===== src/rtl/sevenseg_scan_mux.sv =====
// Multiplexed driver for an N-digit common-anode seven-segment display.
// Digits are scanned right to left with one slot per digit. All display
// inputs are snapshotted once per frame so a frame never shows a mix of old
// and new data. Anode and cathode drives are active-low and registered.
`timescale 1ns/1ps

module sevenseg_scan_mux #(
    parameter int NUM_DIGITS  = 8,
    parameter int CLOCK_FREQ  = 100000000,
    parameter int DIGIT_US    = 1000,
    parameter int BRIGHT_BITS = 4
) (
    input  logic                    clk,
    input  logic                    reset,
    input  logic [4*NUM_DIGITS-1:0] display,
    input  logic [NUM_DIGITS-1:0]   dp,
    input  logic [NUM_DIGITS-1:0]   digit_enable,
    input  logic                    hex_mode,
    input  logic                    lz_suppress,
    input  logic [BRIGHT_BITS-1:0]  brightness,
    output logic [NUM_DIGITS-1:0]   anode_n,
    output logic [7:0]              cathode_n,
    output logic                    frame_start
);

    // Slot length in clock cycles and the widths needed to count it.
    localparam int TICKS  = CLOCK_FREQ / 1000000 * DIGIT_US;
    localparam int TICK_W = (TICKS > 1) ? $clog2(TICKS) : 1;
    localparam int IDX_W  = (NUM_DIGITS > 1) ? $clog2(NUM_DIGITS) : 1;

    localparam logic [TICK_W-1:0]      TICK_LOAD   = TICK_W'(TICKS - 1);
    localparam logic [IDX_W-1:0]       IDX_LAST    = IDX_W'(NUM_DIGITS - 1);
    localparam logic [BRIGHT_BITS-1:0] BRIGHT_FULL = '1;

    // Segment pattern {g,f,e,d,c,b,a}, active-high. Nibbles above 9 are
    // blank unless hex display is selected.
    function automatic logic [6:0] seg_decode(input logic [3:0] nib, input logic hex);
        logic [6:0] seg;
        case (nib)
            4'h0:    seg = 7'h3F;
            4'h1:    seg = 7'h06;
            4'h2:    seg = 7'h5B;
            4'h3:    seg = 7'h4F;
            4'h4:    seg = 7'h66;
            4'h5:    seg = 7'h6D;
            4'h6:    seg = 7'h7D;
            4'h7:    seg = 7'h07;
            4'h8:    seg = 7'h7F;
            4'h9:    seg = 7'h6F;
            4'hA:    seg = 7'h77;
            4'hB:    seg = 7'h7C;
            4'hC:    seg = 7'h39;
            4'hD:    seg = 7'h5E;
            4'hE:    seg = 7'h79;
            default: seg = 7'h71;
        endcase
        if (!hex && (nib > 4'h9)) begin
            seg = 7'h00;
        end
        return seg;
    endfunction

    // Leading-zero mask: walking down from the leftmost digit, zero nibbles
    // are blanked until a nonzero nibble or a lit decimal point is reached.
    // Digit 0 always shows so a value of zero still displays "0".
    function automatic logic [NUM_DIGITS-1:0] lz_mask(
        input logic [4*NUM_DIGITS-1:0] disp,
        input logic [NUM_DIGITS-1:0]   dps
    );
        logic [NUM_DIGITS-1:0] mask;
        logic                  searching;
        mask      = '0;
        searching = 1'b1;
        for (int i = NUM_DIGITS - 1; i >= 1; i--) begin
            if (searching && (disp[4*i +: 4] == 4'h0) && !dps[i]) begin
                mask[i] = 1'b1;
            end else begin
                searching = 1'b0;
            end
        end
        return mask;
    endfunction

    // Scan control state
    logic [TICK_W-1:0]      r_tick;
    logic [IDX_W-1:0]       r_idx;
    logic                   r_first;
    logic [BRIGHT_BITS-1:0] r_pwm;

    // Per-frame snapshot of the display inputs
    logic [4*NUM_DIGITS-1:0] r_snap_disp;
    logic [NUM_DIGITS-1:0]   r_snap_dp;
    logic [NUM_DIGITS-1:0]   r_snap_en;
    logic                    r_snap_hex;
    logic                    r_snap_lz;
    logic [BRIGHT_BITS-1:0]  r_snap_bright;

    // Registered pin drives
    logic [NUM_DIGITS-1:0] r_anode_n;
    logic [7:0]            r_cathode_n;

    // Next-state values
    logic                    w_reload;
    logic                    w_wrap;
    logic [TICK_W-1:0]       w_tick_nxt;
    logic [IDX_W-1:0]        w_idx_nxt;
    logic [BRIGHT_BITS-1:0]  w_pwm_nxt;
    logic [4*NUM_DIGITS-1:0] w_snap_disp;
    logic [NUM_DIGITS-1:0]   w_snap_dp;
    logic [NUM_DIGITS-1:0]   w_snap_en;
    logic                    w_snap_hex;
    logic                    w_snap_lz;
    logic [BRIGHT_BITS-1:0]  w_snap_bright;

    // Digit currently being presented and its decoded drive
    logic [NUM_DIGITS-1:0] w_lz_mask;
    logic [NUM_DIGITS-1:0] w_sel;
    logic [3:0]            w_nib;
    logic                  w_dp;
    logic                  w_en;
    logic                  w_supp;
    logic                  w_pwm_on;
    logic [6:0]            w_seg;
    logic [NUM_DIGITS-1:0] w_anode_nxt;
    logic [7:0]            w_cathode_nxt;

    // A slot ends when the tick counter reads zero; a frame ends after the
    // last digit's slot, or at the very first slot after reset.
    assign w_reload   = !reset && (r_tick == '0);
    assign w_wrap     = w_reload && (r_first || (r_idx == IDX_LAST));
    assign w_tick_nxt = w_reload ? TICK_LOAD : (r_tick - TICK_W'(1));
    assign w_pwm_nxt  = r_pwm + BRIGHT_BITS'(1);

    // Snapshot is only open on the frame boundary cycle.
    assign w_snap_disp   = w_wrap ? display      : r_snap_disp;
    assign w_snap_dp     = w_wrap ? dp           : r_snap_dp;
    assign w_snap_en     = w_wrap ? digit_enable : r_snap_en;
    assign w_snap_hex    = w_wrap ? hex_mode     : r_snap_hex;
    assign w_snap_lz     = w_wrap ? lz_suppress  : r_snap_lz;
    assign w_snap_bright = w_wrap ? brightness   : r_snap_bright;

    assign w_lz_mask = w_snap_lz ? lz_mask(w_snap_disp, w_snap_dp) : '0;

    // Advance the digit index: restart on a frame boundary, step on a slot boundary.
    always_comb begin
        w_idx_nxt = r_idx;
        if (w_wrap) begin
            w_idx_nxt = '0;
        end else if (w_reload) begin
            w_idx_nxt = r_idx + IDX_W'(1);
        end
    end

    // Pick the nibble, decimal point, enable and suppression bit of the next digit.
    always_comb begin
        w_sel  = '0;
        w_nib  = 4'h0;
        w_dp   = 1'b0;
        w_en   = 1'b0;
        w_supp = 1'b0;
        for (int i = 0; i < NUM_DIGITS; i++) begin
            if (w_idx_nxt == IDX_W'(i)) begin
                w_sel[i] = 1'b1;
                w_nib    = w_snap_disp[4*i +: 4];
                w_dp     = w_snap_dp[i];
                w_en     = w_snap_en[i];
                w_supp   = w_lz_mask[i];
            end
        end
    end

    // Build the pin drives; outputs are computed from next-state values so the
    // registered pins line up with the index register cycle for cycle.
    always_comb begin
        w_pwm_on      = (w_snap_bright == BRIGHT_FULL) || (w_pwm_nxt < w_snap_bright);
        w_seg         = w_supp ? 7'h00 : seg_decode(w_nib, w_snap_hex);
        w_cathode_nxt = 8'hFF;
        w_anode_nxt   = '1;
        if (w_en) begin
            w_cathode_nxt = ~{w_dp, w_seg};
            if (w_pwm_on) begin
                w_anode_nxt = ~w_sel;
            end
        end
    end

    // Slot timer, digit index, first-frame flag and free-running PWM counter.
    always_ff @(posedge clk) begin
        if (reset) begin
            r_tick  <= '0;
            r_idx   <= '0;
            r_first <= 1'b1;
            r_pwm   <= '0;
        end else begin
            r_tick <= w_tick_nxt;
            r_idx  <= w_idx_nxt;
            r_pwm  <= w_pwm_nxt;
            if (w_reload) begin
                r_first <= 1'b0;
            end
        end
    end

    // Frame snapshot of all display inputs.
    always_ff @(posedge clk) begin
        if (reset) begin
            r_snap_disp   <= '0;
            r_snap_dp     <= '0;
            r_snap_en     <= '0;
            r_snap_hex    <= 1'b0;
            r_snap_lz     <= 1'b0;
            r_snap_bright <= '0;
        end else begin
            r_snap_disp   <= w_snap_disp;
            r_snap_dp     <= w_snap_dp;
            r_snap_en     <= w_snap_en;
            r_snap_hex    <= w_snap_hex;
            r_snap_lz     <= w_snap_lz;
            r_snap_bright <= w_snap_bright;
        end
    end

    // Registered anode/cathode pins, all dark during reset.
    always_ff @(posedge clk) begin
        if (reset) begin
            r_anode_n   <= '1;
            r_cathode_n <= 8'hFF;
        end else begin
            r_anode_n   <= w_anode_nxt;
            r_cathode_n <= w_cathode_nxt;
        end
    end

    assign anode_n     = r_anode_n;
    assign cathode_n   = r_cathode_n;
    assign frame_start = w_wrap;

endmodule


===== config.mk =====
export PLATFORM = sky130hd
export DESIGN_NAME = sevenseg_scan_mux
export DESIGN_NICKNAME = d
export VERILOG_FILES = /design/src/rtl/sevenseg_scan_mux.sv
export SDC_FILE = /design/constraint.sdc
export NUM_CORES = 1
export LEC_CHECK = 0
export ABC_AREA = 1
export BUFFER_PORTS_ARGS = -buffer_cell sky130_fd_sc_hd__buf_2
export CAP_MARGIN = 20
export CELL_PAD_IN_SITES_DETAIL_PLACEMENT = 0
export CELL_PAD_IN_SITES_GLOBAL_PLACEMENT = 1
export CORE_MARGIN = 2
export CORE_UTILIZATION = 46
export CTS_BUF_LIST = sky130_fd_sc_hd__clkbuf_4
export CTS_CLUSTER_SIZE = 24
export DETAILED_ROUTE_END_ITERATION = 7
export PLACE_DENSITY_LB_ADDON = 0.1
export SYNTH_ARGS = -nofsm -noshare
export SYNTH_HDL_FRONTEND = slang
export SYNTH_SLANG_ARGS = --single-unit

===== constraint.sdc =====
create_clock -name clk -period 10.18 [get_ports clk]
set_input_delay 3.054 -clock clk [delete_from_list [all_inputs] [get_ports clk]]
set_output_delay 3.054 -clock clk [all_outputs]
set_load 0.005 [all_outputs]

==> qor.txt <==
period utilization -> 0.780
leakage -> 2.62 nW
synthesized net count -> 737
minimum clock period -> 7940 ps
Final Hold Viols -> 0
CP Data Required Time -> 7130 ps
Initial Util -> 0.476
port bufs -> 72
CTS buffer count -> 9
gr usage total -> 0.212
first-pass GRT wire length -> 19.3 mm
DR iter-0 viols -> 160
# fillers -> 1075
Hold WC Path Type -> reg -> reg
final WL -> 11.4 mm
Max-cap violations -> 0
DR vias -> 4276
TNS Setup -> 0 ps
Setup crit end -> frame_start
most frequent cells in the layout -> nand2_1 (183), dfxtp_1 (95), nor2_1 (76)
Max IR drop VDD -> 110 uV
Setup Skew -> 14.0 ps
Syn Inst Count -> 668
number of cells after detailed placement -> 858
Crit. End Element -> output port
most used cell, CP -> buf_2
Crit Path Class -> in -> out
syn avg cell area -> 7.39 sq um
antenna diode count -> 0
wire length per cell -> 13.1 um
vias in the first global route -> 4169
Critical Path AT -> 4890 ps
worst slew pin tran -> 773 ps
crit-path cells -> buf_2 -> buf_4 -> inv_1 -> nand4_2 -> inv_2 -> buf_2
Netlist cell types -> 44
Buf/Inv on CP -> 5
CP max FO -> 71
largest net degree at the start of global routing -> 72
hold_buf cts -> 0
setup slack after layout -> 2240 ps
initial antenna violation count -> 0
FF-to-FF Start -> r_idx[0]
mapped cell area -> 4930 sq um
crit-path leading delay family -> buffers and inverters
post-CTS sizing -> 0
drt first pass iters -> 4
number of synthesized flops with an enable pin -> 0
Die ar. -> 11600 sq um
Crit path depth -> 6
Root Buffer -> clkbuf_4
Die Ht -> 108 um
reg-to-reg endpoint -> cathode_n[3]
Slew Viols, Final -> 0
r2r worst-path depth -> 17
Power Total -> 1.30 mW
Layout area overhead -> 10.2%
grt total ovfl -> 0
total number of yosys warnings -> 0
Core Region -> 10400 sq um
Max Buffers Root-to-Sink -> 2
TritonCTS clock tree -> done
f_max -> 126 MHz
Clock Pin Slew Worst Setup and Hold Paths -> 130 ps
# H-tree levels -> 3
HPWL after DPL -> 8.56 mm
Yosys reg bits -> 95
I/O Pins -> 73
die width -> 108 um
sequential fraction of the synthesis area -> 0.385
CP max-delay cell -> buf_4
ys flop type -> dfxtp_1
most frequent standard cell in the layout excluding fill and tap cells -> nand2_1
max_slew headroom -> 0.485
crit path launch type -> input pin
Final Non-Filler Cells -> 871
# rows -> 37
Power Dens Cells -> 240 nW/um^2
Setup Buffers After CTS -> 0
clk sink count -> 95
CP Launch Point -> reset
Finish-stage setup viols -> 0
Async SR Flop Fraction -> 0
DRC -> 0
R2R setup slack -> 6390 ps
Final ANT Viol Nets -> 0
RePlAce Congestion -> 0.872
RSZ-0062 raised after global routing -> no
Slowest Stage Delay on Critical Path -> 580 ps
DR vias/cell -> 4.91
share of layout cells above drive strength 1 -> 0.201
Place WS -> 2200 ps
outcome -> completed
Nets -> 802
Skew-Pair Late Insertion Delay -> 430 ps
## state kept, by name, indices dropped and copies added (netlist names)
register       flops
r_pwm              4
r_snap_bright      4
r_snap_dp          8
r_idx              3
cathode_n          8
anode_n            8
r_first            1
r_snap_en          8
r_snap_lz          1
r_snap_hex         1
r_snap_disp       32
r_tick            17
## layout make-up
cell class	instances	area [sq um]	share of cell area
Tap cell	136	170	0.0313
Multi-Input combinational cell	475	2610	0.479
Clock inverter	3	13.8	0.00253
Timing Repair Buffer	74	375	0.0690
Sequential cell	95	1900	0.350
Clock buffer	10	75.1	0.0138
Inverter	78	298	0.0548
## through the flow
step	cell area (sq um)	hold slack, ps	utilization
after floorplan	4930	412	-
after global placement	5350	424	0.516
after detailed placement	5350	429	0.516
after CTS	5440	448	0.524
after global routing	5440	486	0.524
final	5440	444	0.524
## metal layers
layer | track usage | up-vias | wire, um | share of wire
li1 | - | 2261 | - | -
met1 | 0.278 | 1923 | 5420 | 0.48
met5 | 0 | - | 0 | 0
met3 | 0.0424 | 17 | 479 | 0.042
met4 | 0.0705 | 0 | 202 | 0.018
met2 | 0.347 | 75 | 5300 | 0.47
## Yosys cell counts (all sizes together), types with 6 or more instances
master	number	area (sq um)
a21oi	43	238
buf	14	108
clkbuf	6	22.5
dfxtp	95	1900
ha	13	163
inv	77	289
mux2i	9	90.1
nand2	201	835
nand3	38	243
nand4	19	146
nor2	97	521
nor3	6	41.3
o21ai	17	85.1
## worst min-delay path by stage
| stage | from | end | slack [ps] | cells after the start |
|---|---|---|---|---|
| 6_report | r_tick[0] | r_tick[0] | 440 | 1 |
| 3_3_place_gp | r_tick[0] | r_tick[0] | 420 | 1 |
| 4_1_cts | r_tick[0] | r_tick[0] | 450 | 1 |
| 5_1_grt | r_tick[0] | r_tick[0] | 490 | 1 |
| 3_5_place_dp | r_tick[0] | r_tick[0] | 430 | 1 |
| 2_1_floorplan | r_first | r_first | 410 | 2 |
## power by group
group,internal [mW],switching (mW),leakage (nW)
Clock,0.0478,0.118,0.0554
Combinational,0.217,0.448,1.80
Sequential,0.439,0.0344,0.771
## kinds of logic (layout without fill, tap and decap cells)
family	count (synthesis)	in the layout	synth area share
and+or+nand+nor	372	372	0.378
buffers and inverters	98	165	0.0867
DFF	95	95	0.385
AOI/OAI and AO/OA	75	75	0.0882
adders and majority gates	13	13	0.0330
muxes	9	9	0.0183
xor gates and xnor gates	6	6	0.0107
Note: power is estimated with default switching activity, not from simulation.
